## src/rtl/vga_capture.sv

```systemverilog
`default_nettype none
// ============================================================================
// vga_capture : locks onto incoming VGA sync timing, streams frame-buffer writes
// Revision    : 1.0
// ============================================================================
module vga_capture #(
  parameter int H_TOTAL     = 794,
  parameter int V_TOTAL     = 526,
  parameter int H_ACT_START = 136,
  parameter int V_ACT_START = 36,
  parameter int H_ACT       = 640,
  parameter int V_ACT       = 480,
  parameter int LOCK_FRAMES = 2
) (
  input  logic        c25,
  input  logic        Reset,
  input  logic        capture_en,
  input  logic        vid_hs,
  input  logic        vid_vs,
  input  logic [7:0]  vid_pixel,
  output logic        wr_en,
  output logic [18:0] wr_addr,
  output logic [7:0]  wr_data,
  output logic [9:0]  row_out,
  output logic [9:0]  col_out,
  output logic        locked,
  output logic        frame_done,
  output logic        sync_err
);

  localparam int HW = $clog2(H_TOTAL + 1);
  localparam int VW = $clog2(V_TOTAL + 1);

  localparam logic [HW-1:0] c_h_last  = HW'(H_TOTAL - 1);
  localparam logic [HW-1:0] c_h_sat   = HW'(H_TOTAL);
  localparam logic [HW-1:0] c_h_first = HW'(H_ACT_START);
  localparam logic [HW-1:0] c_h_end   = HW'(H_ACT_START + H_ACT);
  localparam logic [VW-1:0] c_v_last  = VW'(V_TOTAL - 1);
  localparam logic [VW-1:0] c_v_sat   = VW'(V_TOTAL);
  localparam logic [VW-1:0] c_v_first = VW'(V_ACT_START);
  localparam logic [VW-1:0] c_v_end   = VW'(V_ACT_START + V_ACT);
  localparam logic [18:0]   c_last_addr = 19'(H_ACT * V_ACT - 1);
  localparam logic [7:0]    c_lock_n    = 8'(LOCK_FRAMES);

  typedef enum logic [1:0] {
    ST_IDLE    = 2'd0,
    ST_SEEK    = 2'd1,
    ST_MEASURE = 2'd2,
    ST_LOCKED  = 2'd3
  } state_t;

  state_t state_q, state_d;
  logic [7:0]    cnt_q, cnt_d;

  logic          hs_q, vs_q, hs_dly_q, vs_dly_q;
  logic [7:0]    pix_q;
  logic [HW-1:0] hc_q, hc_d;
  logic [VW-1:0] vc_q, vc_d;
  logic [18:0]   addr_q;

  logic          wr_en_q, frame_done_q, sync_err_q;
  logic [18:0]   wr_addr_q;
  logic [7:0]    wr_data_q;
  logic [9:0]    row_q, col_q;

  logic          w_hs_fall, w_vs_fall, w_viol, w_in_win;

  // Sync regs idle at the inactive (high) level so a fall needs a real high->low step.
  always_ff @(posedge c25) begin
    if (Reset) begin
      hs_q     <= 1'b1;
      vs_q     <= 1'b1;
      hs_dly_q <= 1'b1;
      vs_dly_q <= 1'b1;
      pix_q    <= '0;
    end else begin
      hs_q     <= vid_hs;
      vs_q     <= vid_vs;
      hs_dly_q <= hs_q;
      vs_dly_q <= vs_q;
      pix_q    <= vid_pixel;
    end
  end

  assign w_hs_fall = hs_dly_q & ~hs_q;
  assign w_vs_fall = vs_dly_q & ~vs_q;

  // hc_d/vc_d are the column/row of the pixel currently held in pix_q.
  always_comb begin
    hc_d   = hc_q;
    vc_d   = vc_q;
    w_viol = 1'b0;
    if (w_hs_fall) begin
      hc_d = '0;
      if (hc_q != c_h_last) w_viol = 1'b1;
    end else if (hc_q != c_h_sat) begin
      hc_d = hc_q + 1'b1;
      if (hc_q == c_h_last) w_viol = 1'b1;
    end
    if (w_vs_fall) begin
      vc_d = '0;
      if (!w_hs_fall || (vc_q != c_v_last)) w_viol = 1'b1;
    end else if (w_hs_fall && (vc_q != c_v_sat)) begin
      vc_d = vc_q + 1'b1;
      if (vc_q == c_v_last) w_viol = 1'b1;
    end
  end

  always_ff @(posedge c25) begin
    if (Reset) begin
      hc_q <= '0;
      vc_q <= '0;
    end else begin
      hc_q <= hc_d;
      vc_q <= vc_d;
    end
  end

  always_comb begin
    state_d = state_q;
    cnt_d   = cnt_q;
    case (state_q)
      ST_IDLE: begin
        if (capture_en) state_d = ST_SEEK;
      end
      ST_SEEK: begin
        if (w_vs_fall) begin
          state_d = ST_MEASURE;
          cnt_d   = '0;
        end
      end
      ST_MEASURE: begin
        if (w_viol) begin
          state_d = ST_SEEK;
          cnt_d   = '0;
        end else if (w_vs_fall) begin
          if (cnt_q + 8'd1 == c_lock_n) begin
            state_d = capture_en ? ST_LOCKED : ST_IDLE;
            cnt_d   = '0;
          end else begin
            cnt_d = cnt_q + 8'd1;
          end
        end
      end
      ST_LOCKED: begin
        if (w_viol)                         state_d = ST_SEEK;
        else if (w_vs_fall && !capture_en)  state_d = ST_IDLE;
      end
      default: state_d = ST_IDLE;
    endcase
  end

  always_ff @(posedge c25) begin
    if (Reset) begin
      state_q <= ST_IDLE;
      cnt_q   <= '0;
    end else begin
      state_q <= state_d;
      cnt_q   <= cnt_d;
    end
  end

  // A violating cycle never writes, so an aborted frame stops on that very pixel.
  assign w_in_win = (state_q == ST_LOCKED) && !w_viol &&
                    (vc_d >= c_v_first) && (vc_d < c_v_end) &&
                    (hc_d >= c_h_first) && (hc_d < c_h_end);

  always_ff @(posedge c25) begin
    if (Reset) begin
      addr_q       <= '0;
      wr_en_q      <= 1'b0;
      wr_addr_q    <= '0;
      wr_data_q    <= '0;
      row_q        <= '0;
      col_q        <= '0;
      frame_done_q <= 1'b0;
      sync_err_q   <= 1'b0;
    end else begin
      if (w_vs_fall)     addr_q <= '0;
      else if (w_in_win) addr_q <= addr_q + 1'b1;
      wr_en_q <= w_in_win;
      if (w_in_win) begin
        wr_addr_q <= addr_q;
        wr_data_q <= pix_q;
        row_q     <= 10'(vc_d - c_v_first);
        col_q     <= 10'(hc_d - c_h_first);
      end
      frame_done_q <= wr_en_q && (wr_addr_q == c_last_addr);
      sync_err_q   <= w_viol && (state_q != ST_IDLE);
    end
  end

  assign wr_en      = wr_en_q;
  assign wr_addr    = wr_addr_q;
  assign wr_data    = wr_data_q;
  assign row_out    = row_q;
  assign col_out    = col_q;
  assign locked     = (state_q == ST_LOCKED);
  assign frame_done = frame_done_q;
  assign sync_err   = sync_err_q;

endmodule
`default_nettype wire

```

## config.mk

```make
export PLATFORM = sky130hd
export DESIGN_NAME = vga_capture
export DESIGN_NICKNAME = d
export VERILOG_FILES = /design/src/rtl/vga_capture.sv
export SDC_FILE = /design/constraint.sdc
export NUM_CORES = 1
export LEC_CHECK = 0
export CORE_AREA = 2 2 115 173
export CTS_BUF_LIST = sky130_fd_sc_hd__clkbuf_4
export DETAILED_ROUTE_END_ITERATION = 8
export DIE_AREA = 0 0 117 175
export GPL_ROUTABILITY_DRIVEN = 0
export GPL_TIMING_DRIVEN = 1
export PLACE_DENSITY_LB_ADDON = 0.08
export SETUP_SLACK_MARGIN = 0.1
export SKIP_CTS_REPAIR_TIMING = 1
export SLEW_MARGIN = 5
export SYNTH_ARGS = -nofsm -noshare
export SYNTH_HDL_FRONTEND = slang
export SYNTH_SLANG_ARGS = --single-unit
```

## constraint.sdc

```tcl
create_clock -name c25 -period 5.7 [get_ports c25]
set_input_delay 1.14 -clock c25 [delete_from_list [all_inputs] [get_ports c25]]
set_output_delay 1.14 -clock c25 [all_outputs]
set_load 0.005 [all_outputs]
```

# Word level (Yosys, flattened, before mapping)
# Index checks and enable logic that the tools add are counted.
dict set report classes {
  n_addsub 6
  n_lt_le_gt_ge 4
  n_eq_ne 16
  n_mux 26
  n_bitwise 4
  reduce_logical 19
}
# operator count
set ops {}
lappend ops {{$mux 10} 4}
lappend ops {{$ne 10x10->1 const B} 4}
lappend ops {{$mux 8} 4}
lappend ops {{$add 10x1->10 const B} 2}
lappend ops {{$eq 10x10->1 const B} 2}
lappend ops {{$lt 10x10->1 const B} 2}
lappend ops {{$add 19x1->19 const B} 1}
lappend ops {{$eq 19x19->1 const B} 1}
lappend ops {{$mux 2} 8}
lappend ops {{$pmux 8 s2} 1}
lappend ops {{$ge 10x6->1 const B} 1}
lappend ops {{$ge 10x8->1 const B} 1}
lappend ops {{$sub 10x6->10 const B} 1}
lappend ops {{$sub 10x8->10 const B} 1}
lappend ops {{$logic_and 1x1->1} 9}
lappend ops {{$add 8x1->8 const B} 1}
lappend ops {{$eq 8x2->1 const B} 1}
lappend ops {{$mux 1} 8}
lappend ops {{$pmux 2 s4} 1}
lappend ops {{$ne 3x3->1 const B} 2}
lappend ops {{$reduce_and 5->1} 1}
lappend ops {{$eq 2x2->1 const B} 2}
lappend ops {{$ne 2x2->1 const B} 2}
lappend ops {{$reduce_bool 2->1} 2}
lappend ops {{9 further kinds} 13}
dict set report totals {
  regBits 111
  input_bits 13
  wordCells 92
}

# Logic depth before layout (Yosys ltp)
# Gate-level depths: netlist (run 1).
dict set report depth {
  ltp_word 13
  ltp_mapped 14
}

# Worst setup path before layout (run 1)
# No wires, ideal clock.
dict set report synth_path {
  kind {register -> register}
  startpoint {register vc_q[0]}
  endpoint {register wr_addr_q[0], in the netlist wr_addr[0]}
  setup_ns 0.070
  t_arrival_ns 2.664
  t_required_ns 5.630
  setup_slack_ns 2.966
  path_stages_with_launch 15
  path_buffers 3
  synth_period_minus_slack_ns 2.734
  path_cell_list {dfxtp_1 ha_1 and3b_1 buf_2 o21ai_0 a31oi_1 inv_1 ha_1 nand3_1 o31ai_1 o211a_1 buf_2 clkbuf_1 o21ai_0 a21oi_1}
}
# element line
set synth_lines {}
lappend synth_lines {{start, declared} 58} ;# logic [VW-1:0] vc_q, vc_d;
lappend synth_lines {{start signal, assigned} 115} ;# vc_q <= vc_d;
lappend synth_lines {{parallel branches: the longest is 2 deep, another holds $add 10x1->10} n/a}
lappend synth_lines {{$mux 10 *} 103} ;# end else if (w_hs_fall && (vc_q != c_v_sat)) begin
lappend synth_lines {{$mux 10 *} 100} ;# if (w_vs_fall) begin
lappend synth_lines {{via vc_d[2]} 58}
lappend synth_lines {{$ge 10x6->1} 165} ;# (vc_d >= c_v_first) && (vc_d < c_v_end) &&
lappend synth_lines {{$logic_and 1x1->1} 164} ;# assign w_in_win = (state_q == ST_LOCKED) && !w_viol &&
lappend synth_lines {{$logic_and 1x1->1 * (2 in a row)} 165}
lappend synth_lines {{$logic_and 1x1->1 *} 166} ;# (hc_d >= c_h_first) && (hc_d < c_h_end);
lappend synth_lines {{end signal, assigned} 183} ;# wr_addr_q <= addr_q;
lappend synth_lines {{end, declared} 62} ;# logic [18:0] wr_addr_q;
# Mark *: on every way through the listed nets, which the timed path passes.
# A chain may end at the register's enable or synchronous reset.

# Final worst setup path (run 1)
dict set report layout_path {
  startpoint {register vs_dly_q}
  endpoint {register row_q[2], in the netlist row_out[2]}
}
dict set report layout_between {
  elab_chain_len 8
}
# element line
set layout_lines {}
lappend layout_lines {{start, declared} 55} ;# logic hs_q, vs_q, hs_dly_q, vs_dly_q;
lappend layout_lines {{start signal, assigned} 80} ;# vs_dly_q <= vs_q;
lappend layout_lines {{$and 1x1->1 *} 86} ;# assign w_vs_fall = vs_dly_q & ~vs_q;
lappend layout_lines {{parallel branches: the longest is 7 deep, another holds $ge 10x6->1} n/a}
lappend layout_lines {{end signal, assigned} 185} ;# row_q <= 10'(vc_d - c_v_first);
lappend layout_lines {{end, declared} 64} ;# logic [9:0] row_q, col_q;
# Every way passes the cells marked *.

==> results.toml, run 1 <==
[outcome]
status = "finished, final reports clean"

[global_route]
grt_max_degree = 70
grt_pass1_wl_um = 26600
use_met1 = 0.197
grtUsageMet3 = 0.0219
grt.overflow.total = 0
grtUsageMet2 = 0.305
antenna_found_initial = 1
grt_util_all_layers = 0.167
top_usage_layer = "met2"
first_global_vias = 4917

[floorplanning]
core_area_um2 = 19000
pin_count = 64
start_util = 0.294
die_y_um = 175
num_rows = 62
dieArea_um2 = 20500
die_w_um = 117

[critical_path]
crit_buf_inv = 0
reg2reg_depth = 8
rrSetupSlack_ps = 1880
critPathSlowestCell = "nor2b_1"
worstPathCellList = "nor2b_1, a211o_1, ha_1, nand3_1, o31ai_1, o211a_2, nor2_2, a211oi_1"
start_kind = "flop"
cp.required_ps = 6130
r2r_start = "vs_dly_q"
r2r_end = "row_out[2]"
worst-path-max-fanout = 43
cpPeakStageDelay_ps = 870
worstSetupPathType = "flop to flop"
crit_path_end_kind = "flop"
critPathArrivalTime_ps = 4250
cp_top_family = "compound AO/OA/AOI/OAI gates"

[finish]
syn2layout_area_growth_pct = 15.9
register_area_um2 = 2220
fillerInstances = 2031
multi_input_area_um2 = 3060
final_layout_size_suffix_gt1_frac = 0.0659
nets = 719
final_cells = 955

[yosys]
syn_inst = 664
synth_area_leaders = "dfxtp_1 40%, a21oi_1 6.4%, nand3_1 4.9%"
synth.top_cell.area_share = 0.398
synthDistinctLibCells = 72
synth_area_um2 = 5590
syn_avg_cell_area_um2 = 8.41
synth_commonest_cells = "111 x dfxtp_1, 71 x a21oi_1, 55 x nand3_1"
synth_flop_cell = "dfxtp_1"
yosys_warnings = 0
synth_edf_count = 0
yosysTopAreaCell = "dfxtp_1"
synthArstFlopShare = 0
yosysSeqAreaShare = 0.398
yosysMostFrequentCell = "dfxtp_1"
synth_nets = 690
synth-seq-cells = 111

[drt]
vias_per_cell = 5.29
wl_per_cell_um = 17.4
num_vias = 5056
drtIter0Drc = 278
drt_pass1_iterations = 4
routed_wl_um = 16600
ant_nets = 0
drc = 0

[pwr]
leakage_nw = 2.04
power_density_nw_per_um2 = 196
peakVddDrop_uv = 82.2
finalPower_mw = 1.27

[min_path]
hold_path.class = "flop to flop"
min_to = "wr_data[2]"
hold_start = "pix_q[2]"
min_path_cells = 2

[sta]
tightest_slew_ps = 1110
report.final.slew_viol_count = 0
hold_viol_final = 0
finalSetupViolCount = 0
slew_headroom = 0.256
tns_ps = 0
min_period_over_period = 0.670
fmax_mhz = 262
clock_skew_ps = 20.3
hold-worst-slack_ps = 460
rsz0062_at_grt = "false"
fin_crit_ps = 3820

[clocking]
cts_tree = "yes"
clock_sinks = 111
cts_htree_levels = 3
cts_root_buf = "clkbuf_4"
numCtsBuffers = 9
path_clk_slew_ps = 200
clockBufferDepth = 2
clock_latency_ps = 520

[placement]
dp_cells = 938
io_buffer_count = 63
hpwl_um = 11800

[flow_run]
cap_violations = 0
[through the flow]
stage                     area [µm²]  utilization  worst slack (ps)
after global placement          6330        0.333              1940
after floorplan                 5590            -              2970
after global routing            6470        0.341              1480
final                           6470        0.341              1880
after CTS                       6470        0.340              1800
after detailed placement        6330        0.333              1850
[layer usage]
| layer | up-vias | wire (µm) |
|---|---|---|
| li1 | 2503 | - |
| met1 | 2435 | 7030 |
| met2 | 100 | 8920 |
| met3 | 18 | 418 |
| met4 | 0 | 274 |
| met5 | - | 0 |
[how the worst max path moves through the flow]
stage          startpoint  cells past startpoint          end  slack [ps]
4_1_cts          vs_dly_q                      8   row_out[2]        1800
3_3_place_gp     vs_dly_q                      9   addr_q[18]        1940
2_1_floorplan     vc_q[0]                     14   wr_addr[0]        2970
6_report         vs_dly_q                      8   row_out[2]        1880
5_1_grt          vs_dly_q                      9  wr_addr[10]        1480
3_5_place_dp     vs_dly_q                      9    addr_q[6]        1850
[flip-flops by register name, summed over array words and instances, names as in the netlist, 2 cells and up]
signal / flops
row_out: 10
vc_q: 10
col_out: 10
cnt_q: 8
addr_q: 19
state_q: 2
hc_q: 10
pix_q: 8
wr_addr: 19
wr_data: 8
[worst register-to-register path: stages, from the launching register on]
cell and delay, ps:
dfxtp_1 360, nor2b_1 870, a211o_1 290, ha_1 240, nand3_1 150, o31ai_1 350, o211a_2 800, nor2_2 360
a211oi_1 320
[power breakdown]
part           switching [mW]  leakage, nW  internal, mW  total, mW
Combinational          0.0376         1.07        0.0223     0.0599
Clock                   0.312       0.0737         0.103      0.415
Sequential            0.00865        0.898         0.785      0.793
[cells by family (layout without fill, tap and decap cells)]
group / after synthesis / in the layout / share of synthesized area
AND/OR/NAND/NOR: 250 / 250 / 0.254
AO/OA/AOI/OAI: 197 / 197 / 0.221
flip-flops: 111 / 111 / 0.398
buffers and inverters: 66 / 100 / 0.0549
XOR/XNOR: 22 / 22 / 0.0345
adder cells (fa/ha/maj): 13 / 13 / 0.0291
multiplexers: 5 / 5 / 0.00941
other: 0 / 1 / 0
[final cells by class]
cell class,count,share of cell area
flip-flops and latches,111,0.343
inverters,14,0.00812
diodes,1,0.000387
well taps,256,0.0495
repair buffers,70,0.105
clock inverters,7,0.0112
clock buffers,9,0.0104
multi-input cells,487,0.472
[placed cells by master, fill, tap and decap left out, drive strengths merged, types with 11 or more instances in the layout]
cell           netlist  final
a21oi               72     72
nand4               16     16
o31ai               21     21
nor3                13     13
a211oi              15     15
nand3               55     55
nor2b               11     11
xnor2               12     12
inv                 14     18
clkdlybuf4s50        0     62
or4                 20     20
and2                13     13
and3                12     12
ha                  13     13
dfxtp              111    111
o21ai               50     50
nand2               34     34
nor2                32     32
(Power assumes the default switching activity.)
==> inputs of run 2 (changes only) <==
clock period = 3.4 ns   (was 5.7 ns; I/O delays follow)
==> results.toml, run 2 (synthesized netlist as in run 1, its figures left out) <==
[finish]
syn2layout_area_growth_pct = 19.0
layout_common_cells = "108 x dfxtp_1, 71 x a21oi_1, 62 x clkdlybuf4s50_1, 55 x nand3_1, 47 x o21ai_0"
final_layout_size_suffix_gt1_frac = 0.0889
multi_input_area_um2 = 3080
nets = 730
final_cells = 966
layout_commonest_cell = "dfxtp_1"
fillerInstances = 1993
register_area_um2 = 2230

[floorplanning]
dieArea_um2 = 20500
die_y_um = 175
num_rows = 62
core_area_um2 = 19000
start_util = 0.294
die_w_um = 117
pin_count = 64

[global_route]
antenna_found_initial = 1
grt.overflow.total = 0
first_global_vias = 4951
grt_util_all_layers = 0.164
grt_pass1_wl_um = 26200
grt_max_degree = 68

[pwr]
clock_power_share = 0.342
sw_frac_of_total = 0.269
seq_power_share = 0.608
switching_power_mw = 0.589
p_int_mw = 1.60
peakVddDrop_uv = 120
power_density_nw_per_um2 = 329
leakage_nw = 2.12
p_comb_frac = 0.050

[sta]
fmax_mhz = 323
fin_crit_ps = 3090
tns_ps = 0
clock_skew_ps = 21.3
finalSetupViolCount = 0
min_period_over_period = 0.909
hold-worst-slack_ps = 458
slew_headroom = 0.620
tightest_slew_ps = 568
report.final.slew_viol_count = 0
rsz0062_at_grt = "false"
hold_viol_final = 0

[critical_path]
start_kind = "flop"
crit_path_end_kind = "flop"
worst-path-max-fanout = 67
cp.required_ps = 3880
worstSetupPathType = "flop to flop"
critPathArrivalTime_ps = 3570

[clocking]
clockBufferDepth = 2
cts_tree = "yes"
clock_sinks = 111
cts_root_buf = "clkbuf_4"
numCtsBuffers = 9
clock_latency_ps = 520
cts_htree_levels = 3
path_clk_slew_ps = 200

[placement]
dp_cells = 949
hpwl_um = 11500
io_buffer_count = 63

[drt]
routed_wl_um = 16400
wl_per_cell_um = 17.0
drc = 0
ant_nets = 0
drtIter0Drc = 308
num_vias = 5168
vias_per_cell = 5.35
drt_pass1_iterations = 4

[outcome]
status = "finished, final reports clean"

[flow_run]
cap_violations = 0

[min_path]
hold_path.class = "flop to flop"
==> run 2: cell count changes in the layout (fill, tap and decap cells not counted), sizes merged <==
cell / before / now
bufinv: 0 / 1
buf: 8 / 19
inv: 18 / 17
==> run 2: worst paths after layout <==
kind	slack [ps]	end	depth (start not counted)	startpoint
max	310	addr_q[9]	11	vc_q[1]
min reg2reg	460	wr_data[6]	2	pix_q[6]
min	460	wr_data[6]	2	pix_q[6]
max reg2reg	310	addr_q[9]	11	vc_q[1]
==> run 2: stage by stage <==
step           utilization  instance area, µm²  setup slack [ps]  total power [mW]
5_1_grt              0.350                6650               113              2.27
3_5_place_dp         0.340                6460              55.8              1.46
6_report             0.350                6650               308              2.19
3_3_place_gp         0.340                6460              94.4              1.46
2_1_floorplan            -                5590               666              1.42
4_1_cts              0.348                6620              16.0              2.21
==> run 2: per-layer routing <==
| layer | wire length [µm] | global-route usage |
|---|---|---|
| met2 | 8450 | 0.284 |
| met3 | 622 | 0.0253 |
| met1 | 6910 | 0.199 |
| met5 | 0 | 0 |
| met4 | 410 | 0.0647 |
==> run 2: layout make-up <==
type | count | share of cell area
Antenna cell | 1 | 0.000377
Sequential cell | 111 | 0.335
Clock inverter | 7 | 0.0130
Inverter | 14 | 0.00791
Multi-Input combinational cell | 487 | 0.463
Clock buffer | 9 | 0.0102
Timing Repair Buffer | 81 | 0.123
Tap cell | 256 | 0.0482
==> run 2: power by group through the flow <==
stage	Sequential, mW	Clock (mW)	Combinational [mW]
2_1_floorplan	1.35	0	0.0654
3_3_place_gp	1.36	0	0.109
3_5_place_dp	1.36	0	0.109
4_1_cts	1.33	0.772	0.110
5_1_grt	1.33	0.821	0.121
6_report	1.33	0.749	0.109
==> run 2: critical path, cell delays in order (launching register included) <==
cell     delay (ps)
dfxtp_1         450
ha_1            190
and3b_1         300
o21ai_0         140
a31oi_2         230
ha_1            200
nor4b_1         330
o31ai_1         140
o211a_2         180
buf_12          210
or4_1           500
a21oi_1         150
==> edit 1, RTL diff (settings of run 1) <==
The parameter `V_TOTAL` goes from 526 to 1052.
--- a/src/rtl/vga_capture.sv
+++ b/src/rtl/vga_capture.sv
@@ -5,7 +5,7 @@
 // ============================================================================
 module vga_capture #(
   parameter int H_TOTAL     = 794,
-  parameter int V_TOTAL     = 526,
+  parameter int V_TOTAL     = 1052,
   parameter int H_ACT_START = 136,
   parameter int V_ACT_START = 36,
   parameter int H_ACT       = 640,
Function: same outputs for any inputs over 10 cycles, from zero or initial values and one cycle with Reset high; that may be too few to reach the edited logic, so the function may still have changed.
==> edit 1 against run 1 <==
Fmax decreased by 10%. Synthesized area decreased by 3.0%. Setup slack got worse by 0.45 ns. Total power is 0.37% higher. Cell area is 1.6% lower. Non-clock buffer count down 2. Sequential cell count up 1. Wire length is 16% lower. Highest routed layer unchanged.
==> edit 1: results (changes against run 1) <==
status: "completed"
ff2ff_path_depth: 11  # +3
syn_inst: 640  # -3.6%
synth.top_cells.by_count: "dfxtp_1 (112), nor2_1 (81), nand2_1 (63)"
pre_cts_slack_ns: 1.486  # -0.3603 ns
wl_per_cell_um: 14.76  # -15%
power_leakage_nw: 2.185  # +7.2%
ys_seq_area_share_pct: 41.39  # +1.6 points
ys_types: 65  # -9.7%
clock_path_buffers: 2  # unchanged
drt-initial-drc-count: 215  # -23%
worstMarginPinSlew_ns: 1.001  # -0.1129 ns
insertion_delay_ns: 0.50  # -0.02 ns
fin_cells: 946  # -0.94%
hold_slack_ns: 0.4664  # +0.005976 ns
r2r-start: "vc_q[7]"
cp_max_fo: 40  # -7.0%
grt_pass1_wl_um: 23050  # -13%
yosys-top-cells-area: "dfxtp_1 (41%), nor2_1 (5.6%), mux2i_1 (4.6%)"
syn-num-nets: 665  # -3.6%
hold_path_class: "register to register"
hpwl_um: 9915  # -16%
netlist_area_um2: 5418  # -3.0%
r2r_setup_slack_ns: 1.43  # -0.45 ns
worstReg2RegEnd: "addr_q[3]"
vias: 4665  # -7.7%
peakVddDrop_v: 0.00009001  # +9.5%
grt_max_degree: 87  # +24%
path_clk_slew_ns: 0.17  # -0.03 ns
min_from: "row_out[2]"
final_nets: 709  # -1.4%
hold_end: "row_out[2]"
grt.total_usage_pct: 14.23  # -2.5 points
drive_gt1_share_pct: 6.386  # -0.20 points
hold_viol: 0  # unchanged
dp_cells: 929  # -0.96%
holdPathStages: 2  # unchanged
worst_ep_arrival_time_ns: 4.68  # +0.43 ns
placed_area_um2: 6230  # -1.6%
grt_pass1_vias: 4489  # -8.7%
edit 1: cell count changes after synthesis, moves of 8 or more:
cell,change
a21oi_1,-22
a211oi_1,-10
clkbuf_1,-8
nand3_1,-40
or4_1,-17
mux2i_1,+22
xnor2_1,+8
o21ai_0,-22
o31ai_1,-18
nand2_1,+29
nor2_1,+51
edit 1: power by group:
| part | switching (mW) | internal (mW) | total [mW] |
|---|---|---|---|
| Combinational | 0.0404 | 0.0246 | 0.0650 |
| Sequential | 0.00795 | 0.791 | 0.799 |
| Clock | 0.266 | 0.143 | 0.409 |
edit 1: critical path, stage by stage (launching register included):
cell and delay (ns):
dfxtp_1 0.40, nor4b_2 0.55, nor4bb_1 0.44, o21ai_0 0.26
inv_1 0.13, ha_1 0.15, inv_1 0.04, nor4b_1 0.57
or4_4 0.27, nand3_2 0.63, or3_1 0.60, a21oi_1 0.14
edit 1: how the worst max path moves through the flow:
stage | depth (start not counted) | slack, ns | from | end
2_1_floorplan | 13 | 2.65 | hc_q[0] | col_out[8]
3_3_place_gp | 11 | 1.64 | vc_q[7] | addr_q[3]
3_5_place_dp | 11 | 1.49 | vc_q[7] | addr_q[3]
4_1_cts | 11 | 1.42 | vc_q[7] | addr_q[3]
5_1_grt | 11 | 1.09 | vc_q[7] | addr_q[17]
6_report | 11 | 1.43 | vc_q[7] | addr_q[3]
edit 1: layout make-up:
class                   count  area [µm²]  area share [%]
multi-input cells         475        2937           46.10
inverters                  18       67.56           1.061
diodes                      1       2.502         0.03929
well taps                 256       320.3           5.028
repair buffers             68       663.1           10.41
flip-flops and latches    112        2242           35.20
clock buffers              11       82.58           1.296
clock inverters             5       55.05          0.8643
edit 1: logic make-up (layout without fill, tap and decap cells):
family / count (synthesis) / after routing / synth area share [%]
other cells: 0 / 1 / 0
buf+inv: 53 / 102 / 4.411
fa+ha+maj: 12 / 12 / 2.771
simple gates: 289 / 289 / 28.20
compound gates: 117 / 117 / 13.39
mux: 26 / 26 / 4.827
xor+xnor: 31 / 31 / 5.012
flops: 112 / 112 / 41.39
edit 1: routing by layer:
| metal | global-route usage, % | part of all wire, % | up-vias |
|---|---|---|---|
| met3 | 2.393 | 3.9 | 17 |
| met4 | 6.225 | 2.2 | 0 |
| li1 | - | - | 2340 |
| met1 | 17.30 | 44 | 2206 |
| met5 | 0 | 0 | - |
| met2 | 24.28 | 50 | 102 |
==> edit 2, RTL diff (flow settings as in run 1) <==
Without the edit above. Make the reset (`Reset`) asynchronous in 4 clocked blocks.
--- a/src/rtl/vga_capture.sv
+++ b/src/rtl/vga_capture.sv
@@ -66,7 +66,7 @@
   logic          w_hs_fall, w_vs_fall, w_viol, w_in_win;
 
   // Sync regs idle at the inactive (high) level so a fall needs a real high->low step.
-  always_ff @(posedge c25) begin
+  always_ff @(posedge c25 or posedge Reset) begin
     if (Reset) begin
       hs_q     <= 1'b1;
       vs_q     <= 1'b1;
@@ -106,7 +106,7 @@
     end
   end
 
-  always_ff @(posedge c25) begin
+  always_ff @(posedge c25 or posedge Reset) begin
     if (Reset) begin
       hc_q <= '0;
       vc_q <= '0;
@@ -150,7 +150,7 @@
     endcase
   end
 
-  always_ff @(posedge c25) begin
+  always_ff @(posedge c25 or posedge Reset) begin
     if (Reset) begin
       state_q <= ST_IDLE;
       cnt_q   <= '0;
@@ -165,7 +165,7 @@
                     (vc_d >= c_v_first) && (vc_d < c_v_end) &&
                     (hc_d >= c_h_first) && (hc_d < c_h_end);
 
-  always_ff @(posedge c25) begin
+  always_ff @(posedge c25 or posedge Reset) begin
     if (Reset) begin
       addr_q       <= '0;
       wr_en_q      <= 1'b0;
Function: differs if Reset is asserted again (counterexample within 4 cycles, from zero or initial values and one cycle with Reset high); with Reset held inactive, the same outputs for 10 cycles.
==> edit 2 against run 1 <==
Synthesized area increased by 0.78%. Sequential cell count stayed put. Wire length decreased by 13%. Core utilization rose by 0.93 points. Setup slack lost 0.52 ns. Synthesized cell count down 12%. Cell area increased by 2.7%. Critical endpoint is now row_out[0].
Power is not compared: it rests on default switching activity, and its combinational part moved more than twofold at a synthesized area within 25%.
==> edit 2: results (changes against run 1) <==
die_w_um: 117  # unchanged
root_buffer: "clkbuf_4"
fin_cells: 895  # -6.3%
wl_um: 14510  # -13%
placed_area_um2: 6476  # +2.3%
synth_warnings: 0  # unchanged
io_buffers: 63  # unchanged
peakVddDrop_v: 0.00009384
pre_cts_slack_ns: 1.280  # -0.5667 ns
insertion_delay_ns: 0.48  # -0.04 ns
gr-usage-met3_pct: 2.428  # +0.24 points
cts_inserted_buffers: 9  # unchanged
relSlewSlack_pct: 49.22  # +24 points
hpwl_um: 10410  # -12%
hold_path_class: "register to register"
path_clk_slew_ns: 0.16  # -0.04 ns
synth.avg_cell_area_um2: 9.625  # +14%
antenna_found_initial: 1  # unchanged
yosys-top-cells-area: "dfrtp_1 (48%), nand2_1 (6.4%), o21ai_0 (3.0%)"
final_nets: 658  # -8.5%
synth.top_cells.by_count: "dfrtp_1 (107), nand2_1 (96), o21ai_0 (34)"
dr.pass1.iters: 4  # unchanged
clock_path_buffers: 2  # unchanged
met2_usage_pct: 26.06  # -4.5 points
grt_use_met1_pct: 18.47  # -1.3 points
worst_ep_arrival_time_ns: 4.72  # +0.47 ns
cts-htree-levels: 3  # unchanged
grt.total_usage_pct: 14.97  # -1.7 points
dp_cells: 877  # -6.5%
status: "completed"
skew_ns: 0.01214  # -0.008123 ns
grt_max_degree: 44  # -37%
drt-vias-per-instance: 4.911  # -7.2%
grt_pass1_wl_um: 23850  # -10%
ys_seq_area_share_pct: 49.42  # +9.6 points
ys_types: 69  # -4.2%
async_flop_share_pct: 100.0  # +100 points
syn-num-nets: 611  # -11%
drt-initial-drc-count: 190  # -32%
drive_gt1_share_pct: 9.105  # +2.5 points
grt_pass1_vias: 4470  # -9.1%
p_switching_mw: 0.4610
cp_max_fo: 38  # -12%
power_leakage_nw: 2.766
edit 2: changes by cell type after synthesis, moves of 18 or more:
cell / change
dfrtp_1: +107
or4_1: -18
dfxtp_1: -111
a21oi_1: -48
nand2_1: +62
nand3_1: -35
edit 2: area by class of cell:
type	instances	area, µm²
diodes	2	5.005
clock buffers	10	75.07
clock inverters	6	93.84
fillers	1956	12360
inverters	23	88.84
multi-input cells	419	2616
flip-flops and latches	111	2783
well taps	256	320.3
repair buffers	68	668.1
edit 2: per-stage QoR:
step | total power [mW] | utilization (%)
after floorplan | 1.038 | -
after CTS | 1.591 | 34.96
after global placement | 1.111 | 34.08
final | 1.562 | 34.99
after global routing | 1.652 | 34.99
after detailed placement | 1.116 | 34.08
edit 2: layer usage:
| layer | up-vias | routed length (µm) |
|---|---|---|
| met2 | 62 | 7567 |
| li1 | 2161 | - |
| met3 | 18 | 347 |
| met5 | - | 0 |
| met1 | 2154 | 6304 |
| met4 | 0 | 291 |
edit 2: power by group through the flow:
stage / clock network (mW) / registers (mW) / logic (mW)
final: 0.464 / 0.872 / 0.225
after global routing: 0.514 / 0.880 / 0.257
after CTS: 0.488 / 0.871 / 0.232
after detailed placement: 0 / 0.886 / 0.230
after global placement: 0 / 0.884 / 0.227
after floorplan: 0 / 0.862 / 0.175
edit 2: worst max-delay path: stages (launching register included):
cell,delay [ns]
dfrtp_1,0.51
inv_1,0.09
ha_1,0.16
nor3b_1,0.45
a311oi_1,0.16
a211oi_1,0.52
inv_1,0.10
ha_1,0.25
nor2b_1,0.17
a211o_1,0.29
a211o_2,0.54
inv_2,0.56
mux2_2,0.40
edit 2: final timing paths:
kind,startpoint,endpoint,slack [ns],depth (start not counted)
max in group asynchronous,Reset,vc_q[4],3.69,3
min in group asynchronous,Reset,pix_q[2],1.04,2
hold reg to reg,vs_q,vs_dly_q,0.39,0
setup / recovery,vc_q[0],row_out[0],1.36,12
setup reg to reg,vc_q[0],row_out[0],1.36,12
hold / removal,vs_q,vs_dly_q,0.39,0
edit 2: cell families (layout without fill, tap and decap cells):
| family | count (synthesis) | after routing | share of synthesized area (%) |
|---|---|---|---|
| AND/OR/NAND/NOR | 241 | 241 | 21.58 |
| AO/OA/AOI/OAI | 123 | 123 | 14.51 |
| flip-flops | 111 | 111 | 49.42 |
| buffers and inverters | 55 | 107 | 4.155 |
| multiplexers | 22 | 22 | 4.333 |
| XOR/XNOR | 20 | 20 | 3.111 |
| adder cells (fa/ha/maj) | 13 | 13 | 2.889 |
| other | 0 | 2 | 0 |
